### src/rtl/pipelined_cla_adder.sv
// Two-stage pipelined carry-lookahead adder/subtractor with valid/ready flow control.
// Stage 1 registers per-bit and per-group generate/propagate; stage 2 resolves carries and the sum.
module pipelined_cla_adder #(
  parameter int WIDTH = 16,
  parameter int GROUP = 4
) (
  input  logic             clk,
  input  logic             rst_n,
  input  logic             in_valid,
  output logic             in_ready,
  input  logic [WIDTH-1:0] x,
  input  logic [WIDTH-1:0] y,
  input  logic             cin,
  input  logic             sub,
  output logic             out_valid,
  input  logic             out_ready,
  output logic [WIDTH-1:0] sum,
  output logic             carry_out,
  output logic             overflow,
  output logic             zero
);

  localparam int NG = WIDTH / GROUP;

  if ((WIDTH % GROUP) != 0 || !(GROUP == 2 || GROUP == 4 || GROUP == 8)) begin : g_param_check
    $error("pipelined_cla_adder: WIDTH must be a multiple of GROUP, GROUP must be 2, 4 or 8");
  end

  // Carry into position n of a lookahead block, built as a flat sum of products.
  function automatic logic cla_carry(input logic [WIDTH-1:0] g, input logic [WIDTH-1:0] p,
                                     input logic c, input int n);
    logic res;
    logic term;
    res = c;
    for (int j = 0; j < WIDTH; j++) begin
      if (j < n) res = res & p[j];
    end
    for (int j = 0; j < WIDTH; j++) begin
      if (j < n) begin
        term = g[j];
        for (int m = 0; m < WIDTH; m++) begin
          if (m > j && m < n) term = term & p[m];
        end
        res = res | term;
      end
    end
    return res;
  endfunction

  logic             w_adv;
  logic [WIDTH-1:0] w_yeff_p0;
  logic [WIDTH-1:0] w_g_p0;
  logic [WIDTH-1:0] w_p_p0;
  logic             w_c0_p0;
  logic [NG-1:0]    w_gg_p0;
  logic [NG-1:0]    w_gp_p0;

  logic             r_vld_p1;
  logic [WIDTH-1:0] r_x_p1;
  logic [WIDTH-1:0] r_yeff_p1;
  logic [WIDTH-1:0] r_g_p1;
  logic [WIDTH-1:0] r_p_p1;
  logic             r_c0_p1;
  logic [NG-1:0]    r_gg_p1;
  logic [NG-1:0]    r_gp_p1;

  logic [NG:0]      w_gcar_p1;
  logic [WIDTH:0]   w_c_p1;
  logic [WIDTH-1:0] w_sum_p1;

  logic             r_vld_p2;
  logic [WIDTH-1:0] r_sum_p2;
  logic             r_cout_p2;
  logic             r_ovf_p2;
  logic             r_zero_p2;

  // Whole pipe moves together; a stalled output freezes both stages.
  assign w_adv    = !r_vld_p2 || out_ready;
  assign in_ready = w_adv;

  // ---- stage 0 -> 1: operand conditioning and group generate/propagate
  assign w_yeff_p0 = sub ? ~y : y;
  assign w_c0_p0   = sub | cin;
  assign w_g_p0    = x & w_yeff_p0;
  assign w_p_p0    = x | w_yeff_p0;

  always_comb begin
    w_gg_p0 = '0;
    w_gp_p0 = '0;
    for (int k = 0; k < NG; k++) begin
      w_gg_p0[k] = cla_carry(w_g_p0 >> (k * GROUP), w_p_p0 >> (k * GROUP), 1'b0, GROUP);
      w_gp_p0[k] = &w_p_p0[k*GROUP +: GROUP];
    end
  end

  always_ff @(posedge clk) begin
    if (w_adv) begin
      r_x_p1    <= x;
      r_yeff_p1 <= w_yeff_p0;
      r_g_p1    <= w_g_p0;
      r_p_p1    <= w_p_p0;
      r_c0_p1   <= w_c0_p0;
      r_gg_p1   <= w_gg_p0;
      r_gp_p1   <= w_gp_p0;
    end
  end

  // ---- stage 1 -> 2: group carries, in-group bit carries, sum and flags
  always_comb begin
    w_gcar_p1    = '0;
    w_gcar_p1[0] = r_c0_p1;
    for (int k = 1; k <= NG; k++) begin
      w_gcar_p1[k] = cla_carry(WIDTH'(r_gg_p1), WIDTH'(r_gp_p1), r_c0_p1, k);
    end
  end

  always_comb begin
    w_c_p1 = '0;
    for (int k = 0; k < NG; k++) begin
      for (int i = 0; i < GROUP; i++) begin
        w_c_p1[k*GROUP+i] = cla_carry(r_g_p1 >> (k * GROUP), r_p_p1 >> (k * GROUP),
                                      w_gcar_p1[k], i);
      end
    end
    w_c_p1[WIDTH] = w_gcar_p1[NG];
  end

  assign w_sum_p1 = r_x_p1 ^ r_yeff_p1 ^ w_c_p1[WIDTH-1:0];

  always_ff @(posedge clk or negedge rst_n) begin
    if (!rst_n) begin
      r_vld_p1  <= 1'b0;
      r_vld_p2  <= 1'b0;
      r_sum_p2  <= '0;
      r_cout_p2 <= 1'b0;
      r_ovf_p2  <= 1'b0;
      r_zero_p2 <= 1'b0;
    end else if (w_adv) begin
      r_vld_p1  <= in_valid;
      r_vld_p2  <= r_vld_p1;
      r_sum_p2  <= w_sum_p1;
      r_cout_p2 <= w_c_p1[WIDTH];
      r_ovf_p2  <= w_c_p1[WIDTH-1] ^ w_c_p1[WIDTH];
      r_zero_p2 <= ~|w_sum_p1;
    end
  end

  assign out_valid = r_vld_p2;
  assign sum       = r_sum_p2;
  assign carry_out = r_cout_p2;
  assign overflow  = r_ovf_p2;
  assign zero      = r_zero_p2;

endmodule

### config.mk
export PLATFORM = sky130hd
export DESIGN_NAME = pipelined_cla_adder
export DESIGN_NICKNAME = d
export VERILOG_FILES = /design/src/rtl/pipelined_cla_adder.sv
export SDC_FILE = /design/constraint.sdc
export NUM_CORES = 1
export LEC_CHECK = 0
export BUFFER_PORTS_ARGS = -buffer_cell sky130_fd_sc_hd__clkbuf_2
export CAP_MARGIN = 30
export CORE_ASPECT_RATIO = 0.7
export CORE_MARGIN = 2
export CORE_UTILIZATION = 35
export DETAILED_ROUTE_END_ITERATION = 10
export PLACE_DENSITY_LB_ADDON = 0.3
export RECOVER_POWER = 100
export SYNTH_ARGS = -nofsm -noshare
export SYNTH_HDL_FRONTEND = slang
export SYNTH_SLANG_ARGS = --single-unit
export TNS_END_PERCENT = 5
### constraint.sdc
create_clock -name clk -period 7.6 [get_ports clk]
set_input_delay 1.52 -clock clk [delete_from_list [all_inputs] [get_ports clk]]
set_output_delay 1.52 -clock clk [all_outputs]
set_load 0.03 [all_outputs]
==> results.md <==
- CTS tree: built
- Post-Route WL: a little over 7 mm
- Antenna cells: 0
- Vias in the first global route: 2337
- Worst-Margin Slew: roughly 2.4 ns
- Violated checks: max-capacitance violations, max-slew violations
- Initial Util: 36.3%
- CTS Buffer Depth: 2
- Crit path cell chain: clkbuf_2 -> nor2b_1 -> clkbuf_1 -> clkinv_2 -> clkbuf_1 -> nand3_1 -> nor4b_1 -> a32o_1
- Clock Latency Late Sink: around 0.33 ns
- DIE HEIGHT: approximately 90 µm
- Outcome: complete, but fails checks
- Synth-to-Final Area Change: 18.0%
- Largest net degree at the start of global routing: 51
- Startpoint Class: input port
- Synth Area in Adders: 1.06%
- H-tree depth: 3
- Root buffer cell: clkbuf_16
- All-Layer GR Usage: around an eighth
- Final Util: between 40 and 50%
- Antenna Nets Post-Route: 0
- Mapped Area: between 0.003 and 0.004 mm²
- Die ar.: 0.0116 mm²
- Fmax: roughly 0.20 GHz
- Relative slew slack: -59.8%
- DR DRC count: 0
- Synth Area in XOR/XNOR: between 10% and 20%
- Final setup vio count: 0
- Req. time, crit path: between 7 and 8 ns
- Final #Nets: slightly below 400
- CTS buffer count: 9
- Cell mode on critical path: clkbuf_1
- Dominant cells by area after synthesis: edfxtp_1 (52%), dfrtp_1 (14%), xor2_1 (5.8%)
- Routed len/inst: 14.6 µm
- Placeable Area: between 0.01 and 0.015 mm²
- Setup Fix Bufs, Post-CTS: 0
- Commonest cells post-synth: edfxtp_1 (65), nor2_1 (36), xor2_1 (25)
- Vias post-DR: between 2000 and 2500
- Gpl congestion: 0.746
- Setup_tns: 0 ns
- RSZ-0062 raised after global routing: false
- Syn avg cell area: approximately 13 µm²
- IO Count: slightly below 60
- Share of cells above drive strength 1: around 11%
- Power Density: between 300 and 400 mW/mm²
- Post-Synthesis Cells: 294
- Final slew viol count: between 50 and 60
- Post-synth EDFFs: 65
- FP Rows: 31
- Slowest Stage Delay on Critical Path: between 1.5 and 2 ns
- Yosys cell types: 40
- Leak pwr: between 1.5 and 2 nW
- Tcrit/Tclk final: between 60% and 70%
- Final Hold Viols: 0
- Largest family of logic cells by synthesized area: simple AND/OR/NAND/NOR gates
- Placement Setup Slack: between 3 and 4 ns
- Drt via density: 4.73
- Nature of the critical path endpoint: register
- Top-area cell type share of the netlist area: approximately 52%
- Maximum capacitance violations: 1
- Tmin final: 5.01 ns
- # hold bufs at CTS: 0
- First-pass iteration count of the detailed router: 4
- Reg clk slew, reported paths: ~0.06 ns
- Syn_nets: between 300 and 400
- CTS sink count: 86
- Die Wd: about 130 µm
- CTS resizes: 0
- Register area share after synthesis: between 60% and 70%
- Post-Synth Simple-Gate Area: between 10% and 20%
- Yosys warns: 0
- Worst Hold Class: reg2reg
- Post-synthesis mux area share: 0%
- GRT Residual Overflow: 0
- Crit-path slowest cell: clkbuf_1
- Peak supply drop: ~0.15 mV
- Worst setup margin: ~2.6 ns
- Leading register cell type out of synthesis: edfxtp_1
- Starting DRT DRC Count: about 120
- First-pass GRT wire length: roughly 12 mm
- Final worst clock skew: between 0.007 and 0.008 ns
- Initial antenna violation count: 0
- Worst Path Max Fanout: 50
- Count leader, synth: edfxtp_1
- CP Class: in2reg
- Post-DP HPWL: 5.29 mm
- Yosys reg bits: 86
- CP arrival: 5.28 ns
- Ys async rst share: around 24%
- Synth area leader: edfxtp_1
- IO buf count: 58
- Post-Layout Cell Count: ~500
- Complex-gate fraction of the synthesized area: under 10%
- Placed cells: 479
[cells in the final DEF, fill, tap and decap left out, types with 3 or more instances in the layout]
master	netlist	layout
edfxtp_1	65	65
clkbuf_1	4	43
nor2_1	36	36
xor2_1	25	25
a21oi_1	21	21
dfrtp_1	21	21
xnor2_1	20	20
clkbuf_2	0	19
inv_1	19	18
and2_0	0	12
o21ai_0	10	10
nand2_1	10	10
clkbuf_16	0	9
nand3_1	5	5
clkinv_2	0	4
maj3_1	4	4
o41ai_1	4	4
nor4_1	4	4
o21a_1	4	4
and3_1	3	3
[routing by layer]
| layer | vias to the layer above | global-route usage (%) | part of all wire (%) |
|---|---|---|---|
| met5 | - | 0 | 0 |
| met4 | 0 | 5.22 | 1.3 |
| met3 | 10 | 3.91 | 4.9 |
| met2 | 60 | 19.3 | 44 |
| met1 | 1098 | 18.7 | 50 |
| li1 | 1171 | - | - |
[power breakdown]
part	switching (mW)	internal [mW]	leakage, nW
registers	0.0440	0.598	0.895
logic	0.206	0.0974	0.619
clock network	0.168	0.286	0.153
[flip-flops by register name, indices dropped and copies added (netlist names), 4 cells and up]
register / cells
r_gg_p1: 4
r_g_p1: 12
sum: 16
r_x_p1: 16
r_yeff_p1: 16
r_gp_p1: 4
r_p_p1: 12
[cell type report]
| cell class | count | area [µm²] |
|---|---|---|
| clock buffers | 11 | 233 |
| multi-input cells | 182 | 1170 |
| inverters | 19 | 72.6 |
| fillers | 1012 | 5950 |
| well taps | 132 | 165 |
| flip-flops and latches | 86 | 2480 |
| repair buffers | 60 | 249 |
| clock inverters | 5 | 75.1 |
[worst paths after layout]
| check | from | to | slack, ns | depth (start not counted) |
|---|---|---|---|---|
| max | out_ready | zero | 2.59 | 8 |
| min | r_vld_p1 | r_vld_p1 | 0.47 | 2 |
| max reg2reg | out_valid | zero | 3.40 | 7 |
| min reg2reg | r_vld_p1 | r_vld_p1 | 0.47 | 2 |
| max in group asynchronous | rst_n | sum[5] | 5.41 | 1 |
| min in group asynchronous | rst_n | r_vld_p1 | 1.44 | 1 |
[kinds of logic (layout without fill, tap and decap cells)]
logic type,count (synthesis),count (layout)
compound gates,52,52
xor+xnor,45,45
fa+ha+maj,4,4
simple gates,81,81
buf+inv,26,95
flops,86,86
[critical path, delay by kind of cell]
family                 cells  cell delay, ns
AOI/OAI and AO/OA          1            0.24
buffers and inverters      4            2.68
and+or+nand+nor            3            0.83
[per-stage QoR]
stage	power [mW]	hold WS, ns	instance area [µm²]
after floorplan	0.869	0.430	3770
after global placement	0.966	0.458	4200
after detailed placement	0.972	0.473	4200
after CTS	1.43	0.487	4510
after global routing	1.47	0.523	4450
final	1.40	0.474	4450
No activity file was read; power rests on OpenSTA's default activity.
